File: config.mk
export PLATFORM = sky130hd
export DESIGN_NAME = control_sequencer_flat
export DESIGN_NICKNAME = d
export VERILOG_FILES = /design/src/rtl/cpu_pkg.sv /design/src/rtl/control_sequencer_if.sv /design/src/rtl/sequence_counter.sv /design/src/rtl/control_sequencer.sv /design/src/flat_wrapper.sv
export SDC_FILE = /design/constraint.sdc
export NUM_CORES = 1
export LEC_CHECK = 0
export ABC_CLOCK_PERIOD_IN_PS = 1780
export BUFFER_PORTS_ARGS = -buffer_cell sky130_fd_sc_hd__buf_2
export CORE_MARGIN = 2
export CORE_UTILIZATION = 37
export CTS_CLUSTER_SIZE = 30
export DETAILED_ROUTE_END_ITERATION = 12
export PLACE_DENSITY = 0.87
export REMOVE_ABC_BUFFERS = 1
export SETUP_SLACK_MARGIN = 0.2
export SYNTH_ARGS = -nofsm -noshare
export SYNTH_HDL_FRONTEND = slang
export SYNTH_SLANG_ARGS = --single-unit
File: constraint.sdc
create_clock -name Clock -period 1.78 [get_ports Clock]
set_input_delay 0.089 -clock Clock [delete_from_list [all_inputs] [get_ports Clock]]
set_output_delay 0.089 -clock Clock [all_outputs]
set_load 0.01 [all_outputs]
File: src/rtl/cpu_pkg.sv
// Shared CPU encodings: opcodes, sequencer states and datapath control codes.
// Also defines the control-word struct that the sequencer produces each cycle.
package cpu_pkg;

   typedef enum logic [2:0] {
      S_FETCH_L,
      S_FETCH_H,
      S_EXEC1,
      S_EXEC2,
      S_HALT
   } state_t;

   localparam logic [3:0] OP_NOP  = 4'h0;
   localparam logic [3:0] OP_BRA  = 4'h1;
   localparam logic [3:0] OP_MOVI = 4'h2;
   localparam logic [3:0] OP_ADD  = 4'h3;
   localparam logic [3:0] OP_SUB  = 4'h4;
   localparam logic [3:0] OP_AND  = 4'h5;
   localparam logic [3:0] OP_LD   = 4'h6;
   localparam logic [3:0] OP_ST   = 4'h7;
   localparam logic [3:0] OP_BEQ  = 4'h8;
   localparam logic [3:0] OP_HALT = 4'hF;

   localparam logic [3:0] REG_NONE = 4'b0000;
   localparam logic [3:0] REG_R1   = 4'b1000;
   localparam logic [3:0] REG_R2   = 4'b0100;
   localparam logic [3:0] REG_R3   = 4'b0010;
   localparam logic [3:0] REG_R4   = 4'b0001;

   localparam logic [2:0] RF_FUN_DEC  = 3'd0;
   localparam logic [2:0] RF_FUN_INC  = 3'd1;
   localparam logic [2:0] RF_FUN_LOAD = 3'd2;
   localparam logic [2:0] RF_FUN_CLR  = 3'd3;

   localparam logic [2:0] ARF_SEL_NONE = 3'b000;
   localparam logic [2:0] ARF_SEL_PC   = 3'b100;
   localparam logic [2:0] ARF_SEL_AR   = 3'b010;
   localparam logic [2:0] ARF_SEL_SP   = 3'b001;

   localparam logic [1:0] ARF_OUT_PC = 2'd0;
   localparam logic [1:0] ARF_OUT_SP = 2'd1;
   localparam logic [1:0] ARF_OUT_AR = 2'd2;

   localparam logic [1:0] ARF_FUN_DEC  = 2'd0;
   localparam logic [1:0] ARF_FUN_INC  = 2'd1;
   localparam logic [1:0] ARF_FUN_LOAD = 2'd2;
   localparam logic [1:0] ARF_FUN_CLR  = 2'd3;

   localparam logic [4:0] ALU_PASSA = 5'h00;
   localparam logic [4:0] ALU_ADD   = 5'h04;
   localparam logic [4:0] ALU_SUB   = 5'h06;
   localparam logic [4:0] ALU_AND   = 5'h07;

   localparam logic [1:0] MUXA_ALU = 2'd0;
   localparam logic [1:0] MUXA_ARF = 2'd1;
   localparam logic [1:0] MUXA_DR  = 2'd2;
   localparam logic [1:0] MUXA_IR  = 2'd3;

   localparam logic [1:0] MUXB_ALU = 2'd0;
   localparam logic [1:0] MUXB_ARF = 2'd1;
   localparam logic [1:0] MUXB_DR  = 2'd2;
   localparam logic [1:0] MUXB_IR  = 2'd3;

   localparam logic [1:0] MUXC_ALU_LO = 2'd0;

   localparam logic [1:0] DR_FUN_CLR  = 2'd0;
   localparam logic [1:0] DR_FUN_LOAD = 2'd1;

   typedef struct packed {
      logic [2:0] rf_outasel;
      logic [2:0] rf_outbsel;
      logic [2:0] rf_funsel;
      logic [3:0] rf_regsel;
      logic [3:0] rf_scrsel;
      logic [4:0] alu_funsel;
      logic       alu_wf;
      logic [1:0] arf_outcsel;
      logic [1:0] arf_outdsel;
      logic [1:0] arf_funsel;
      logic [2:0] arf_regsel;
      logic       ir_lh;
      logic       ir_write;
      logic       mem_wr;
      logic       mem_cs;
      logic [1:0] mux_asel;
      logic [1:0] mux_bsel;
      logic [1:0] mux_csel;
      logic [1:0] dr_funsel;
      logic       dr_e;
      logic       mux_dsel;
   } ctrl_t;

   function automatic ctrl_t idle_ctrl();
      ctrl_t c;
      c        = '0;
      c.mem_cs = 1'b1;
      return c;
   endfunction

   function automatic logic [3:0] reg_onehot(input logic [1:0] idx);
      logic [3:0] sel;
      case (idx)
         2'd0:    sel = REG_R1;
         2'd1:    sel = REG_R2;
         2'd2:    sel = REG_R3;
         default: sel = REG_R4;
      endcase
      return sel;
   endfunction

   function automatic logic [4:0] alu_fun_for(input logic [3:0] op);
      logic [4:0] f;
      case (op)
         OP_SUB:  f = ALU_SUB;
         OP_AND:  f = ALU_AND;
         default: f = ALU_ADD;
      endcase
      return f;
   endfunction

endpackage

File: src/rtl/control_sequencer_if.sv
// Bundle between the control sequencer and the datapath: instruction/flags in,
// control word, sequence count and halt status out.
interface control_sequencer_if;
   logic [15:0] IROut;
   logic [3:0]  Flags;
   logic [2:0]  RF_OutASel;
   logic [2:0]  RF_OutBSel;
   logic [2:0]  RF_FunSel;
   logic [3:0]  RF_RegSel;
   logic [3:0]  RF_ScrSel;
   logic [4:0]  ALU_FunSel;
   logic        ALU_WF;
   logic [1:0]  ARF_OutCSel;
   logic [1:0]  ARF_OutDSel;
   logic [1:0]  ARF_FunSel;
   logic [2:0]  ARF_RegSel;
   logic        IR_LH;
   logic        IR_Write;
   logic        Mem_WR;
   logic        Mem_CS;
   logic [1:0]  MuxASel;
   logic [1:0]  MuxBSel;
   logic [1:0]  MuxCSel;
   logic [1:0]  DR_FunSel;
   logic        DR_E;
   logic        MuxDSel;
   logic [2:0]  T;
   logic        Halted;

   modport master (
      input  IROut, Flags,
      output RF_OutASel, RF_OutBSel, RF_FunSel, RF_RegSel, RF_ScrSel,
             ALU_FunSel, ALU_WF, ARF_OutCSel, ARF_OutDSel, ARF_FunSel,
             ARF_RegSel, IR_LH, IR_Write, Mem_WR, Mem_CS, MuxASel, MuxBSel,
             MuxCSel, DR_FunSel, DR_E, MuxDSel, T, Halted
   );

   modport slave (
      output IROut, Flags,
      input  RF_OutASel, RF_OutBSel, RF_FunSel, RF_RegSel, RF_ScrSel,
             ALU_FunSel, ALU_WF, ARF_OutCSel, ARF_OutDSel, ARF_FunSel,
             ARF_RegSel, IR_LH, IR_Write, Mem_WR, Mem_CS, MuxASel, MuxBSel,
             MuxCSel, DR_FunSel, DR_E, MuxDSel, T, Halted
   );
endinterface

File: src/rtl/sequence_counter.sv
// 3-bit timing counter for the sequencer: clear, load-7 (halt marker) or increment.
module sequence_counter (
   input  logic       i_clk,
   input  logic       i_rst,
   input  logic       i_clr,
   input  logic       i_load7,
   input  logic       i_inc,
   output logic [2:0] o_count
);

   logic [2:0] r_count;

   always_ff @(posedge i_clk or posedge i_rst) begin
      if (i_rst)        r_count <= '0;
      else if (i_clr)   r_count <= '0;
      else if (i_load7) r_count <= 3'd7;
      else if (i_inc)   r_count <= r_count + 3'd1;
   end

   assign o_count = r_count;

endmodule

File: src/rtl/control_sequencer.sv
// Moore control sequencer: two-byte fetch, one or two execute steps, sticky HALT.
// Outputs depend on the state and IROut only (Flags enters solely through BEQ).
module control_sequencer
   import cpu_pkg::*;
(
   input logic                 Clock,
   input logic                 Reset,
   control_sequencer_if.master bus
);

   state_t     r_state;
   state_t     w_next;
   ctrl_t      w_ctrl;
   logic [3:0] w_op;
   logic [1:0] w_rd;
   logic [1:0] w_rs;
   logic       w_cnt_clr;
   logic       w_cnt_load7;
   logic       w_cnt_inc;
   logic       w_unused_bits;

   assign w_op          = bus.IROut[15:12];
   assign w_rd          = bus.IROut[11:10];
   assign w_rs          = bus.IROut[9:8];
   assign w_unused_bits = ^{bus.IROut[7:0], bus.Flags[2:0]};

   always_ff @(posedge Clock or posedge Reset) begin
      if (Reset) r_state <= S_FETCH_L;
      else       r_state <= w_next;
   end

   always_comb begin
      w_next = r_state;
      case (r_state)
         S_FETCH_L: w_next = S_FETCH_H;
         S_FETCH_H: w_next = S_EXEC1;
         S_EXEC1: begin
            if (w_op == OP_LD)        w_next = S_EXEC2;
            else if (w_op == OP_HALT) w_next = S_HALT;
            else                      w_next = S_FETCH_L;
         end
         S_EXEC2:   w_next = S_FETCH_L;
         S_HALT:    w_next = S_HALT;
         default:   w_next = S_FETCH_L;
      endcase
   end

   // T tracks the state, so the counter is steered from the next state
   assign w_cnt_clr   = (w_next == S_FETCH_L);
   assign w_cnt_load7 = (w_next == S_HALT);
   assign w_cnt_inc   = !w_cnt_clr && !w_cnt_load7;

   sequence_counter u_seq_cnt (
      .i_clk   (Clock),
      .i_rst   (Reset),
      .i_clr   (w_cnt_clr),
      .i_load7 (w_cnt_load7),
      .i_inc   (w_cnt_inc),
      .o_count (bus.T)
   );

   always_comb begin
      w_ctrl = idle_ctrl();
      if (!Reset) begin
         case (r_state)
            S_FETCH_L, S_FETCH_H: begin
               w_ctrl.arf_outdsel = ARF_OUT_PC;
               w_ctrl.mem_cs      = 1'b0;
               w_ctrl.mem_wr      = 1'b0;
               w_ctrl.ir_write    = 1'b1;
               w_ctrl.ir_lh       = (r_state == S_FETCH_H);
               w_ctrl.arf_regsel  = ARF_SEL_PC;
               w_ctrl.arf_funsel  = ARF_FUN_INC;
            end
            S_EXEC1: begin
               case (w_op)
                  OP_BRA, OP_BEQ: begin
                     if (w_op == OP_BRA || bus.Flags[3]) begin
                        w_ctrl.mux_bsel   = MUXB_IR;
                        w_ctrl.arf_regsel = ARF_SEL_PC;
                        w_ctrl.arf_funsel = ARF_FUN_LOAD;
                     end
                  end
                  OP_MOVI: begin
                     w_ctrl.mux_asel  = MUXA_IR;
                     w_ctrl.rf_regsel = reg_onehot(w_rd);
                     w_ctrl.rf_funsel = RF_FUN_LOAD;
                  end
                  OP_ADD, OP_SUB, OP_AND: begin
                     w_ctrl.rf_outasel = {1'b0, w_rd};
                     w_ctrl.rf_outbsel = {1'b0, w_rs};
                     w_ctrl.mux_dsel   = 1'b0;
                     w_ctrl.alu_funsel = alu_fun_for(w_op);
                     w_ctrl.alu_wf     = 1'b1;
                     w_ctrl.mux_asel   = MUXA_ALU;
                     w_ctrl.rf_regsel  = reg_onehot(w_rd);
                     w_ctrl.rf_funsel  = RF_FUN_LOAD;
                  end
                  OP_LD: begin
                     w_ctrl.arf_outdsel = ARF_OUT_AR;
                     w_ctrl.mem_cs      = 1'b0;
                     w_ctrl.dr_e        = 1'b1;
                     w_ctrl.dr_funsel   = DR_FUN_LOAD;
                  end
                  OP_ST: begin
                     w_ctrl.rf_outasel  = {1'b0, w_rd};
                     w_ctrl.alu_funsel  = ALU_PASSA;
                     w_ctrl.mux_csel    = MUXC_ALU_LO;
                     w_ctrl.arf_outdsel = ARF_OUT_AR;
                     w_ctrl.mem_cs      = 1'b0;
                     w_ctrl.mem_wr      = 1'b1;
                  end
                  default: ;
               endcase
            end
            S_EXEC2: begin
               w_ctrl.mux_asel  = MUXA_DR;
               w_ctrl.rf_regsel = reg_onehot(w_rd);
               w_ctrl.rf_funsel = RF_FUN_LOAD;
            end
            default: ;
         endcase
      end
   end

   assign bus.RF_OutASel  = w_ctrl.rf_outasel;
   assign bus.RF_OutBSel  = w_ctrl.rf_outbsel;
   assign bus.RF_FunSel   = w_ctrl.rf_funsel;
   assign bus.RF_RegSel   = w_ctrl.rf_regsel;
   assign bus.RF_ScrSel   = w_ctrl.rf_scrsel;
   assign bus.ALU_FunSel  = w_ctrl.alu_funsel;
   assign bus.ALU_WF      = w_ctrl.alu_wf;
   assign bus.ARF_OutCSel = w_ctrl.arf_outcsel;
   assign bus.ARF_OutDSel = w_ctrl.arf_outdsel;
   assign bus.ARF_FunSel  = w_ctrl.arf_funsel;
   assign bus.ARF_RegSel  = w_ctrl.arf_regsel;
   assign bus.IR_LH       = w_ctrl.ir_lh;
   assign bus.IR_Write    = w_ctrl.ir_write;
   assign bus.Mem_WR      = w_ctrl.mem_wr;
   assign bus.Mem_CS      = w_ctrl.mem_cs;
   assign bus.MuxASel     = w_ctrl.mux_asel;
   assign bus.MuxBSel     = w_ctrl.mux_bsel;
   assign bus.MuxCSel     = w_ctrl.mux_csel;
   assign bus.DR_FunSel   = w_ctrl.dr_funsel;
   assign bus.DR_E        = w_ctrl.dr_e;
   assign bus.MuxDSel     = w_ctrl.mux_dsel;
   assign bus.Halted      = (r_state == S_HALT);

endmodule

File: src/flat_wrapper.sv
// flat-port wrapper written by rule: the top's interface ports become plain ports
module control_sequencer_flat import cpu_pkg::*;
  (Clock, Reset, bus_IROut, bus_Flags, bus_RF_OutASel, bus_RF_OutBSel, bus_RF_FunSel, bus_RF_RegSel, bus_RF_ScrSel, bus_ALU_FunSel, bus_ALU_WF, bus_ARF_OutCSel, bus_ARF_OutDSel, bus_ARF_FunSel, bus_ARF_RegSel, bus_IR_LH, bus_IR_Write, bus_Mem_WR, bus_Mem_CS, bus_MuxASel, bus_MuxBSel, bus_MuxCSel, bus_DR_FunSel, bus_DR_E, bus_MuxDSel, bus_T, bus_Halted);
  control_sequencer_if bus_i ();
  input logic Clock;
  input logic Reset;
  input wire logic [$bits(bus_i.IROut)-1:0] bus_IROut;
  input wire logic [$bits(bus_i.Flags)-1:0] bus_Flags;
  output wire logic [$bits(bus_i.RF_OutASel)-1:0] bus_RF_OutASel;
  output wire logic [$bits(bus_i.RF_OutBSel)-1:0] bus_RF_OutBSel;
  output wire logic [$bits(bus_i.RF_FunSel)-1:0] bus_RF_FunSel;
  output wire logic [$bits(bus_i.RF_RegSel)-1:0] bus_RF_RegSel;
  output wire logic [$bits(bus_i.RF_ScrSel)-1:0] bus_RF_ScrSel;
  output wire logic [$bits(bus_i.ALU_FunSel)-1:0] bus_ALU_FunSel;
  output wire logic [$bits(bus_i.ALU_WF)-1:0] bus_ALU_WF;
  output wire logic [$bits(bus_i.ARF_OutCSel)-1:0] bus_ARF_OutCSel;
  output wire logic [$bits(bus_i.ARF_OutDSel)-1:0] bus_ARF_OutDSel;
  output wire logic [$bits(bus_i.ARF_FunSel)-1:0] bus_ARF_FunSel;
  output wire logic [$bits(bus_i.ARF_RegSel)-1:0] bus_ARF_RegSel;
  output wire logic [$bits(bus_i.IR_LH)-1:0] bus_IR_LH;
  output wire logic [$bits(bus_i.IR_Write)-1:0] bus_IR_Write;
  output wire logic [$bits(bus_i.Mem_WR)-1:0] bus_Mem_WR;
  output wire logic [$bits(bus_i.Mem_CS)-1:0] bus_Mem_CS;
  output wire logic [$bits(bus_i.MuxASel)-1:0] bus_MuxASel;
  output wire logic [$bits(bus_i.MuxBSel)-1:0] bus_MuxBSel;
  output wire logic [$bits(bus_i.MuxCSel)-1:0] bus_MuxCSel;
  output wire logic [$bits(bus_i.DR_FunSel)-1:0] bus_DR_FunSel;
  output wire logic [$bits(bus_i.DR_E)-1:0] bus_DR_E;
  output wire logic [$bits(bus_i.MuxDSel)-1:0] bus_MuxDSel;
  output wire logic [$bits(bus_i.T)-1:0] bus_T;
  output wire logic [$bits(bus_i.Halted)-1:0] bus_Halted;
  assign bus_i.IROut = bus_IROut;
  assign bus_i.Flags = bus_Flags;
  assign bus_RF_OutASel = bus_i.RF_OutASel;
  assign bus_RF_OutBSel = bus_i.RF_OutBSel;
  assign bus_RF_FunSel = bus_i.RF_FunSel;
  assign bus_RF_RegSel = bus_i.RF_RegSel;
  assign bus_RF_ScrSel = bus_i.RF_ScrSel;
  assign bus_ALU_FunSel = bus_i.ALU_FunSel;
  assign bus_ALU_WF = bus_i.ALU_WF;
  assign bus_ARF_OutCSel = bus_i.ARF_OutCSel;
  assign bus_ARF_OutDSel = bus_i.ARF_OutDSel;
  assign bus_ARF_FunSel = bus_i.ARF_FunSel;
  assign bus_ARF_RegSel = bus_i.ARF_RegSel;
  assign bus_IR_LH = bus_i.IR_LH;
  assign bus_IR_Write = bus_i.IR_Write;
  assign bus_Mem_WR = bus_i.Mem_WR;
  assign bus_Mem_CS = bus_i.Mem_CS;
  assign bus_MuxASel = bus_i.MuxASel;
  assign bus_MuxBSel = bus_i.MuxBSel;
  assign bus_MuxCSel = bus_i.MuxCSel;
  assign bus_DR_FunSel = bus_i.DR_FunSel;
  assign bus_DR_E = bus_i.DR_E;
  assign bus_MuxDSel = bus_i.MuxDSel;
  assign bus_T = bus_i.T;
  assign bus_Halted = bus_i.Halted;
  control_sequencer u_core (.Clock(Clock), .Reset(Reset), .bus(bus_i));
endmodule
==> reports/qor.yml, run 1 <==
power:
  switchingPower_mw: 0.4253
  powerDensity_nw_per_um2: 892.1
  pwr-share-clk: 0.139
  ir_drop_mv: 0.6154
  combPwrFrac: 0.619
  intPower_mw: 0.5280
  power_mw: 0.9532
  swShare: 0.4461
  p_seq_frac: 0.242
  p_leak_nw: 0.5657
min_path:
  min-delay-path-class: "in2async"
global_route:
  grt_max_degree: 11
  grt_pass1_vias: 696
  antenna_found_initial: 0
  grt_pass1_wl_um: 3022
  gr-total-overflow: 0
  grt_use_total: 0.1512
die:
  die_x_um: 50.74
  io_pins: 72
  die-area_um2: 2575
  start_util: 0.4037
  core_um2: 2002
  fp-row-count: 16
  die_h_um: 50.74
synth:
  netlist_top_cells_area: "buf_4 20%, dfrtp_1 19%, a2111oi_4 6.8%"
  synth-edff-count: 0
  synth_seq_cells: 6
  async_flop_share: 1.000
  ys_types: 37
  synth_mux_area_frac: 0
  synth_top_family_by_area: "simple AND/OR/NAND/NOR gates"
  yosysMostFrequentCell: "buf_4"
  synth_top_cell_by_area: "buf_4"
  netlist_area_um2: 808.3
  synthSimpleGateAreaFrac: 0.3173
  synth_top_area_share: 0.2043
  synth_fa_ha_area_frac: 0.01548
  ys_warn_count: 0
  netlist_top_cells_count: "22 x buf_4, 6 x dfrtp_1, 6 x nor2_1, 6 x nor3_1"
  seq_area_frac_synth: 0.1858
  synthCells: 98
  ys.flop_type: "dfrtp_1"
  syn_avg_cell_area_um2: 8.248
  synth_compound_area_frac: 0.1579
  synthXorXnorAreaFrac: 0.02167
sta:
  setup_ws_ps: -75.15
  max_freq_ghz: 0.5390
  post-route-period-util: 1.042
  finalHoldViolations: 0
  rsz0062_at_grt: "yes"
  whs_ps: 342.5
  setup_viol: 12
  skew_ps: 1.412
  fin_setup_tns_ps: -500.6
  finalMaxSlewViolations: 0
  finalCriticalPeriod_ps: 1855
outcome:
  outcome: "finished with violations"
  violations: "negative setup slack"
clocking:
  cts_root_buf: "clkbuf_4"
  cts_sinks: 6
  worstSkewPairLatency_ps: 250
  cts_tree: "done"
  cts.path.max_buffers: 2
  path_clk_slew_ps: 50
  cts.htree.levels: 1
  numCtsBuffers: 3
routing:
  drc: 0
  drt-vias-per-instance: 4.614
  initialDrtViolationCount: 5
  detail_route.wl_per_cell_um: 11.67
  via_count: 766
  wl_um: 1938
  drtPass1Iterations: 4
  antenna_left: 0
placed_design:
  dp.cells: 158
  port-buffer-count: 41
  place_hpwl_um: 1480
  gp_congestion: 0.7389
worst_setup_path:
  r2r_slack_ps: 290
  required_ps: 1690
  regToRegStartpoint: "u_core.r_state[2]$_DFF_PP0_"
  crit_buf_inv: 1
  critical_path.slowest_cell: "or4b_4"
  critPathTopFamily: "simple AND/OR/NAND/NOR gates"
  worstPathArrival_ps: 1770
  path_cells: "or4b_4 > a2111oi_4 > buf_2"
  critPathLaunchType: "flop"
  reg2reg_depth: 5
  crit_fanout: 3
  reg2reg_to: "u_core.r_state[0]$_DFF_PP0_"
  cpPeakStageDelay_ps: 590
  path_class: "reg2out"
  end_kind: "output pin"
layout:
  antenna_cells: 0
  drive_above_1_share: 0.5036
  nFillCells: 194
  layout-area-overhead-vs-synth_pct: 32.20
  nets: 164
  stdcell_count: 166
job:
  maxCapViolations: 0
## how the worst max path moves through the flow
stage	startpoint	endpoint	cells past startpoint
floorplan	u_core.r_state[0]$_DFF_PP0_	bus_MuxBSel[0]	2
global route	u_core.r_state[2]$_DFF_PP0_	bus_RF_OutBSel[1]	5
detailed placement	u_core.r_state[2]$_DFF_PP0_	bus_MuxBSel[1]	3
CTS	u_core.r_state[0]$_DFF_PP0_	bus_MuxBSel[1]	3
global placement	u_core.r_state[2]$_DFF_PP0_	bus_MuxBSel[1]	3
finish	u_core.r_state[0]$_DFF_PP0_	bus_MuxBSel[1]	3
## flip-flops by register name, summed over array words and instances, names as in the netlist
name / count
u_core.u_seq_cnt.o_count: 3
u_core.r_state: 3
## stage by stage
step                      worst slack, ps  instance area, µm²    util
after global routing               -163.0                1069  0.5338
after detailed placement            1.076               923.4  0.4613
after global placement              77.90               923.4  0.4613
after CTS                          -59.25                1011  0.5050
final                              -75.15                1069  0.5338
after floorplan                    -502.0               654.4       -
## cells in the final DEF (no fill, tap or decap), types with 2 or more instances in the layout
master      n
nor3_2      5
and2_1      3
dfrtp_1     6
conb_1     19
o21ai_0     3
nor4b_4     2
clkbuf_4    3
and3_1      2
nand3b_1    3
nor2_1      3
a2111oi_4   3
buf_2      41
nor2_2      3
o31ai_1     3
xnor2_1     2
nand2_1     5
inv_1       5
nor3_1      2
buf_4       7
nand2b_1    2
## final cells by class
cell class                 count  area (µm²)  area share
tap                           27       33.78     0.03162
clock buffer                   3       22.52     0.02108
timing repair buffer          50       279.0      0.2611
inverter                       5       18.77     0.01756
sequential                     6       150.1      0.1405
multi-input combinational     75       564.3      0.5281
## tightest hold or removal path: cells and delay by family
family / cells / cell delay (ps)
buffers and inverters: 3 / 880
## logic make-up (layout without fill, tap and decap cells)
group / after synthesis / in the layout
other cells: 1 / 19
xor+xnor: 2 / 2
buf+inv: 35 / 58
fa+ha+maj: 1 / 1
compound gates: 12 / 12
simple gates: 41 / 41
flops: 6 / 6
## per-layer routing
metal	up-vias	share of wire	global-route usage
met4	0	0.0036	0.04054
met3	2	0.069	0.02976
li1	375	-	-
met2	36	0.53	0.2873
met1	353	0.39	0.1688
met5	-	0	0
## power groups by stage
stage	combinational [mW]	sequential (mW)	clock [mW]
floorplan	0.263	0.276	0
global placement	0.489	0.229	0
finish	0.590	0.231	0.132
global route	0.645	0.238	0.147
detailed placement	0.512	0.234	0
CTS	0.546	0.232	0.136
## repair_timing
| action | in CTS | in global routing |
|---|---|---|
| buffers inserted | 2 | 2 |
| setup endpoints to repair | 23 | 23 |
| endpoints found under the hold margin | 6 | 0 |
| pin swaps | 6 | 3 |
| resized for setup | 8 | 8 |
| gates cloned | 0 | 0 |
| hold buffers | 1 | 0 |
No activity file was read; power rests on OpenSTA's default activity.
==> inputs of run 2 (changes only) <==
- CAP_MARGIN: unset -> 20
- CORE_UTILIZATION: 37 -> 39
- CTS_BUF_LIST: unset -> sky130_fd_sc_hd__clkbuf_8
- PLACE_DENSITY: 0.87 -> 0.91
==> run 2 against run 1 <==
The run still ends with negative setup slack left. Clock skew rose by 4.2 ps. Worst setup slack improved by 31 ps. Flip-flop and latch count did not move. First-iteration DRC count rose by 40%. Highest routed layer unchanged.
==> reports/qor.yml, run 2 (synthesized netlist as in run 1, its figures left out) <==
outcome:
  outcome: "finished with violations"  # unchanged
  violations: "negative setup slack"  # unchanged
sta:
  skew_ps: 5.649  # was 1.412 ps
  post-route-period-util: 1.025  # was 1.042
  max_freq_ghz: 0.5482  # was 0.5390 GHz
  rsz0062_at_grt: "yes"  # unchanged
  finalCriticalPeriod_ps: 1824  # was 1855 ps
  fin_setup_tns_ps: -185.8  # was -500.6 ps
  setup_viol: 9  # was 12
  finalMaxSlewViolations: 0  # unchanged
  whs_ps: 375.0  # was 342.5 ps
  finalHoldViolations: 0  # unchanged
  setup_ws_ps: -44.31  # was -75.15 ps
clocking:
  cts.path.max_buffers: 2  # unchanged
  path_clk_slew_ps: 40  # was 50 ps
  cts_tree: "done"  # unchanged
  worstSkewPairLatency_ps: 220  # was 250 ps
  numCtsBuffers: 3  # unchanged
  cts_sinks: 6  # unchanged
  cts_root_buf: "clkbuf_8"  # was clkbuf_4
  cts.htree.levels: 1  # unchanged
global_route:
  gr-total-overflow: 0  # unchanged
  grt_pass1_wl_um: 3036  # was 3022 µm
  grt_use_total: 0.1586  # was 0.1512
  grt_max_degree: 11  # unchanged
  antenna_found_initial: 0  # unchanged
  grt_pass1_vias: 702  # was 696
layout:
  antenna_cells: 0  # unchanged
  nFillCells: 193  # was 194
  drive_above_1_share: 0.4964  # was 0.5036
  layout_common_cells: "40 x buf_2, 19 x conb_1, 6 x buf_4, 6 x dfrtp_1"  # was 41 x buf_2, 19 x conb_1, 7 x buf_4
  layout-area-overhead-vs-synth_pct: 38.54  # was 32.20%
  nets: 164  # unchanged
  final_common_cell: "buf_2"  # unchanged
  fin_util: 0.5708  # was 0.5338
placed_design:
  gp_congestion: 0.7475  # was 0.7389
  port-buffer-count: 41  # unchanged
  place_hpwl_um: 1436  # was 1480 µm
worst_setup_path:
  end_kind: "output pin"  # unchanged
  worstPathArrival_ps: 1740  # was 1770 ps
  critical_path.slowest_cell: "or3b_4"  # was or4b_4
  cpPeakStageDelay_ps: 420  # was 590 ps
  required_ps: 1690  # about the same
  path_class: "reg2out"  # unchanged
  crit_buf_inv: 1  # unchanged
  critPathTopFamily: "simple AND/OR/NAND/NOR gates"  # unchanged
  crit_fanout: 5  # was 3
  path_cells: "or3b_4 > or3_4 > nor3_2 > buf_2"  # was or4b_4 > a2111oi_4 > buf_2
  critPathLaunchType: "flop"  # unchanged
routing:
  initialDrtViolationCount: 7  # was 5
  drc: 0  # unchanged
  via_count: 777  # was 766
  drt-vias-per-instance: 4.681  # was 4.614
  met1Wirelength_um: 763  # was 760 µm
  route.met2.wl_um: 1083  # was 1035 µm
  wl_met3_um: 145  # was 134 µm
  drtPass1Iterations: 4  # unchanged
  detail_route.wl_per_cell_um: 12.17  # was 11.67 µm
  wl_um: 2021  # was 1938 µm
  top_layer_used: "met4"  # unchanged
  antenna_left: 0  # unchanged
power:
  ir_drop_mv: 0.5032  # was 0.6154 mV
  p_leak_nw: 0.5811  # was 0.5657 nW
  powerDensity_nw_per_um2: 936.3  # was 892.1 nW/µm²
min_path:
  min-delay-path-class: "in2async"  # unchanged
die:
  core_um2: 1962  # was 2002 µm²
  start_util: 0.4120  # was 0.4037
  fp-row-count: 16  # unchanged
  die_x_um: 49.53  # was 50.74 µm
  die_h_um: 49.53  # was 50.74 µm
  die-area_um2: 2453  # was 2575 µm²
  io_pins: 72  # unchanged
job:
  maxCapViolations: 0  # unchanged
[run 2: cell counts in the layout (fill, tap and decap cells not counted)]
No cell type changed its count.
[run 2: worst min-delay path, delay by kind of cell]
| kind | cells | cell delay [ps] |
|---|---|---|
| buffers and inverters | 3 | 880 |
[run 2: layout make-up]
type | count | area [µm²] | share of cell area
clock buffer | 3 | 41.29 | 0.03687
sequential | 6 | 150.1 | 0.1341
tap | 27 | 33.78 | 0.03017
timing repair buffer | 50 | 301.5 | 0.2693
multi-input combinational | 75 | 574.3 | 0.5129
inverter | 5 | 18.77 | 0.01676
[run 2: power breakdown]
group / internal, mW / switching, mW / total [mW]
Combinational: 0.269 / 0.342 / 0.611
Sequential: 0.193 / 0.0386 / 0.232
Clock: 0.145 / 0.0603 / 0.206
[run 2: per-stage QoR]
stage                     power [mW]  instance area (µm²)  setup WS, ps  cells
after floorplan               0.5393                654.4        -502.0     86
final                          1.048                 1120        -44.31    166
after global placement        0.7181                923.4         102.4    158
after detailed placement      0.7457                923.4         41.18    158
after global routing           1.124                 1120        -114.3    166
after CTS                     0.9764                 1021        -41.55    163
[run 2: final timing paths]
| path | slack, ps | depth (start not counted) | endpoint | startpoint |
|---|---|---|---|---|
| min reg2reg | 500 | 1 | u_core.u_seq_cnt.o_count[0]$_DFF_PP0_ | u_core.u_seq_cnt.o_count[0]$_DFF_PP0_ |
| max in group asynchronous | 1210 | 3 | u_core.r_state[1]$_DFF_PP0_ | Reset |
| max reg2reg | 280 | 5 | u_core.r_state[1]$_DFF_PP0_ | u_core.r_state[2]$_DFF_PP0_ |
| min | 370 | 3 | u_core.r_state[2]$_DFF_PP0_ | Reset |
| max | -40 | 4 | bus_ALU_FunSel[0] | u_core.r_state[2]$_DFF_PP0_ |
| min in group Clock | 400 | 4 | u_core.r_state[2]$_DFF_PP0_ | bus_IROut[12] |
[run 2: per-layer routing]
metal,vias to the layer above,track usage
met5,-,0
met4,0,0.1019
met3,4,0.02121
met2,37,0.2756
met1,362,0.1805
li1,374,-
[run 2: timing repair]
| action | in CTS | in global routing |
|---|---|---|
| hold buffers | 1 | 0 |
| endpoints found under the hold margin | 6 | 0 |
| endpoints found under the setup margin | 21 | 21 |
| cloned | 0 | 0 |
| gates resized for setup | 7 | 12 |
| setup buffers | 1 | 3 |
| pin swaps | 3 | 7 |
==> inputs of run 3 (changes only) <==
- CAP_MARGIN: 20 -> 10
- CORE_MARGIN: 2 -> 3
==> run 3 against run 2 <==
The flow still finishes with violations (negative setup slack). Non-clock buffer count up 1. Clock skew down 0.63 ps. Flip-flop and latch count stayed put. First-iteration DRC count up 14%. Power up 0.41%. Final cell count decreased by 0.60%. Highest routed layer unchanged.
==> reports/qor.yml, run 3 (synthesized netlist as in run 1, its figures left out) <==
layout:
  multi_input_area_um2: 576.8  # was 574.3 µm²
  layout_common_cells: "41 x buf_2, 19 x conb_1, 8 x buf_4"  # was 40 x buf_2, 19 x conb_1, 6 x buf_4, 6 x dfrtp_1
  antenna_cells: 0  # unchanged
  nets: 165  # was 164
  seq_area_um2: 150.1  # unchanged
  fin_util: 0.6007  # was 0.5708
  nFillCells: 178  # was 193
  stdcell_area_um2: 1105  # was 1120 µm²
  final_common_cell: "buf_2"  # unchanged
  drive_above_1_share: 0.5000  # was 0.4964
  stdcell_count: 165  # was 166
  layout-area-overhead-vs-synth_pct: 36.69  # was 38.54%
min_path:
  min-delay-path-class: "in2async"  # unchanged
die:
  die_h_um: 51.53  # was 49.53 µm
  core_um2: 1839  # was 1962 µm²
  die_x_um: 51.53  # was 49.53 µm
  die-area_um2: 2655  # was 2453 µm²
  fp-row-count: 15  # was 16
  start_util: 0.4395  # was 0.4120
  io_pins: 72  # unchanged
worst_setup_path:
  path_class: "reg2out"  # unchanged
  required_ps: 1690  # about the same
  reg2reg_depth: 5  # unchanged
  end_kind: "output pin"  # unchanged
  worstPathArrival_ps: 1710  # was 1740 ps
  critPathLaunchType: "flop"  # unchanged
  setup.worst_path.start: "u_core.r_state[2]$_DFF_PP0_"  # unchanged
  crit_fanout: 5  # unchanged
  regToRegStartpoint: "u_core.r_state[2]$_DFF_PP0_"  # unchanged
  r2r_slack_ps: 260  # was 280 ps
  reg2reg_to: "u_core.r_state[1]$_DFF_PP0_"  # unchanged
power:
  swShare: 0.4246  # was 0.4201
  pwr-share-clk: 0.198  # was 0.196
  switchingPower_mw: 0.4470  # was 0.4405 mW
  p_leak_nw: 0.5833  # was 0.5811 nW
  combPwrFrac: 0.584  # was 0.583
  powerDensity_nw_per_um2: 952.9  # was 936.3 nW/µm²
  p_seq_frac: 0.218  # was 0.221
  intPower_mw: 0.6057  # was 0.6080 mW
  ir_drop_mv: 0.5796  # was 0.5032 mV
sta:
  finalMaxSlewViolations: 0  # unchanged
  setup_ws_ps: -23.76  # was -44.31 ps
  max_freq_ghz: 0.5544  # was 0.5482 GHz
  setup_viol: 6  # was 9
  finalHoldViolations: 0  # unchanged
  rsz0062_at_grt: "yes"  # unchanged
  post-route-period-util: 1.013  # was 1.025
  finalCriticalPeriod_ps: 1804  # was 1824 ps
  skew_ps: 5.021  # was 5.649 ps
clocking:
  path_clk_slew_ps: 40  # about the same
  numCtsBuffers: 3  # unchanged
  cts.htree.levels: 1  # unchanged
  cts_sinks: 6  # unchanged
  worstSkewPairLatency_ps: 230  # was 220 ps
  cts.path.max_buffers: 2  # unchanged
  cts_root_buf: "clkbuf_8"  # unchanged
  cts_tree: "done"  # unchanged
routing:
  wl_um: 2067  # was 2021 µm
  initialDrtViolationCount: 8  # was 7
  detail_route.wl_per_cell_um: 12.53  # was 12.17 µm
  antenna_left: 0  # unchanged
  via_count: 796  # was 777
  drc: 0  # unchanged
  drtPass1Iterations: 4  # unchanged
  drt-vias-per-instance: 4.824  # was 4.681
placed_design:
  post_dp_cell_area_um2: 920.9  # was 923.4 µm²
  place_hpwl_um: 1500  # was 1436 µm
  pre_cts_ws_ps: 39.98  # was 41.18 ps
  gp_congestion: 0.7095  # was 0.7475
  dp.cells: 156  # was 158
  port-buffer-count: 41  # unchanged
global_route:
  grt_pass1_wl_um: 3298  # was 3036 µm
  antenna_found_initial: 0  # unchanged
  grt_max_degree: 11  # unchanged
  gr-total-overflow: 0  # unchanged
  grt_use_total: 0.1595  # was 0.1586
  grt_pass1_vias: 753  # was 702
outcome:
  violations: "negative setup slack"  # unchanged
  outcome: "finished with violations"  # unchanged
job:
  maxCapViolations: 0  # unchanged
run 3: metal layers:
metal / wire length (µm) / part of all wire / track usage / vias up
li1: - / - / - / 376
met1: 734 / 0.36 / 0.1723 / 373
met2: 1105 / 0.53 / 0.3178 / 44
met3: 208 / 0.10 / 0.005731 / 3
met4: 19 / 0.0092 / 0.06550 / 0
met5: 0 / 0 / 0 / -
run 3: critical path: stages, from the launching register on:
cell and delay [ps]:
dfrtp_1 390, or3b_4 410, or3_4 380, nor3_2 140, buf_2 170
run 3: stage by stage:
stage          total power, mW  hold slack, ps  setup TNS [ps]
4_1_cts                 0.9886           383.9         -0.2895
6_report                 1.053           398.3          -88.83
3_5_place_dp            0.7448           65.36               0
3_3_place_gp            0.7185           43.61               0
5_1_grt                  1.134           405.7          -671.9
2_1_floorplan           0.5393          -120.0           -1267
run 3: worst max-delay path by stage:
stage | end | slack, ps | depth (start not counted)
2_1_floorplan | bus_MuxBSel[0] | -500 | 2
3_3_place_gp | bus_MuxBSel[0] | 120 | 3
3_5_place_dp | bus_MuxBSel[1] | 40 | 3
4_1_cts | bus_ALU_FunSel[0] | -0.3 | 4
5_1_grt | bus_RF_OutBSel[0] | -100 | 5
6_report | bus_Mem_WR | -20 | 4
run 3: repair_timing:
action                                  4_1_cts  5_1_grt
hold buffers                                  1        0
resized for setup                             9        9
setup buffers                                 2        3
gates cloned                                  0        0
endpoints found under the setup margin       20       24
pin swaps                                     8        6
endpoints found under the hold margin         6        0
run 3: power groups by stage:
| stage | Combinational (mW) | Clock [mW] | Sequential, mW |
|---|---|---|---|
| after floorplan | 0.263 | 0 | 0.276 |
| after detailed placement | 0.513 | 0 | 0.232 |
| final | 0.615 | 0.208 | 0.230 |
| after CTS | 0.554 | 0.204 | 0.230 |
| after global routing | 0.673 | 0.219 | 0.242 |
| after global placement | 0.493 | 0 | 0.225 |
run 3: layout make-up:
class                      instances  area share
clock buffer                       3     0.03737
inverter                           5     0.01699
multi-input combinational         75      0.5221
sequential                         6      0.1359
tap                               25     0.02831
timing repair buffer              51      0.2593
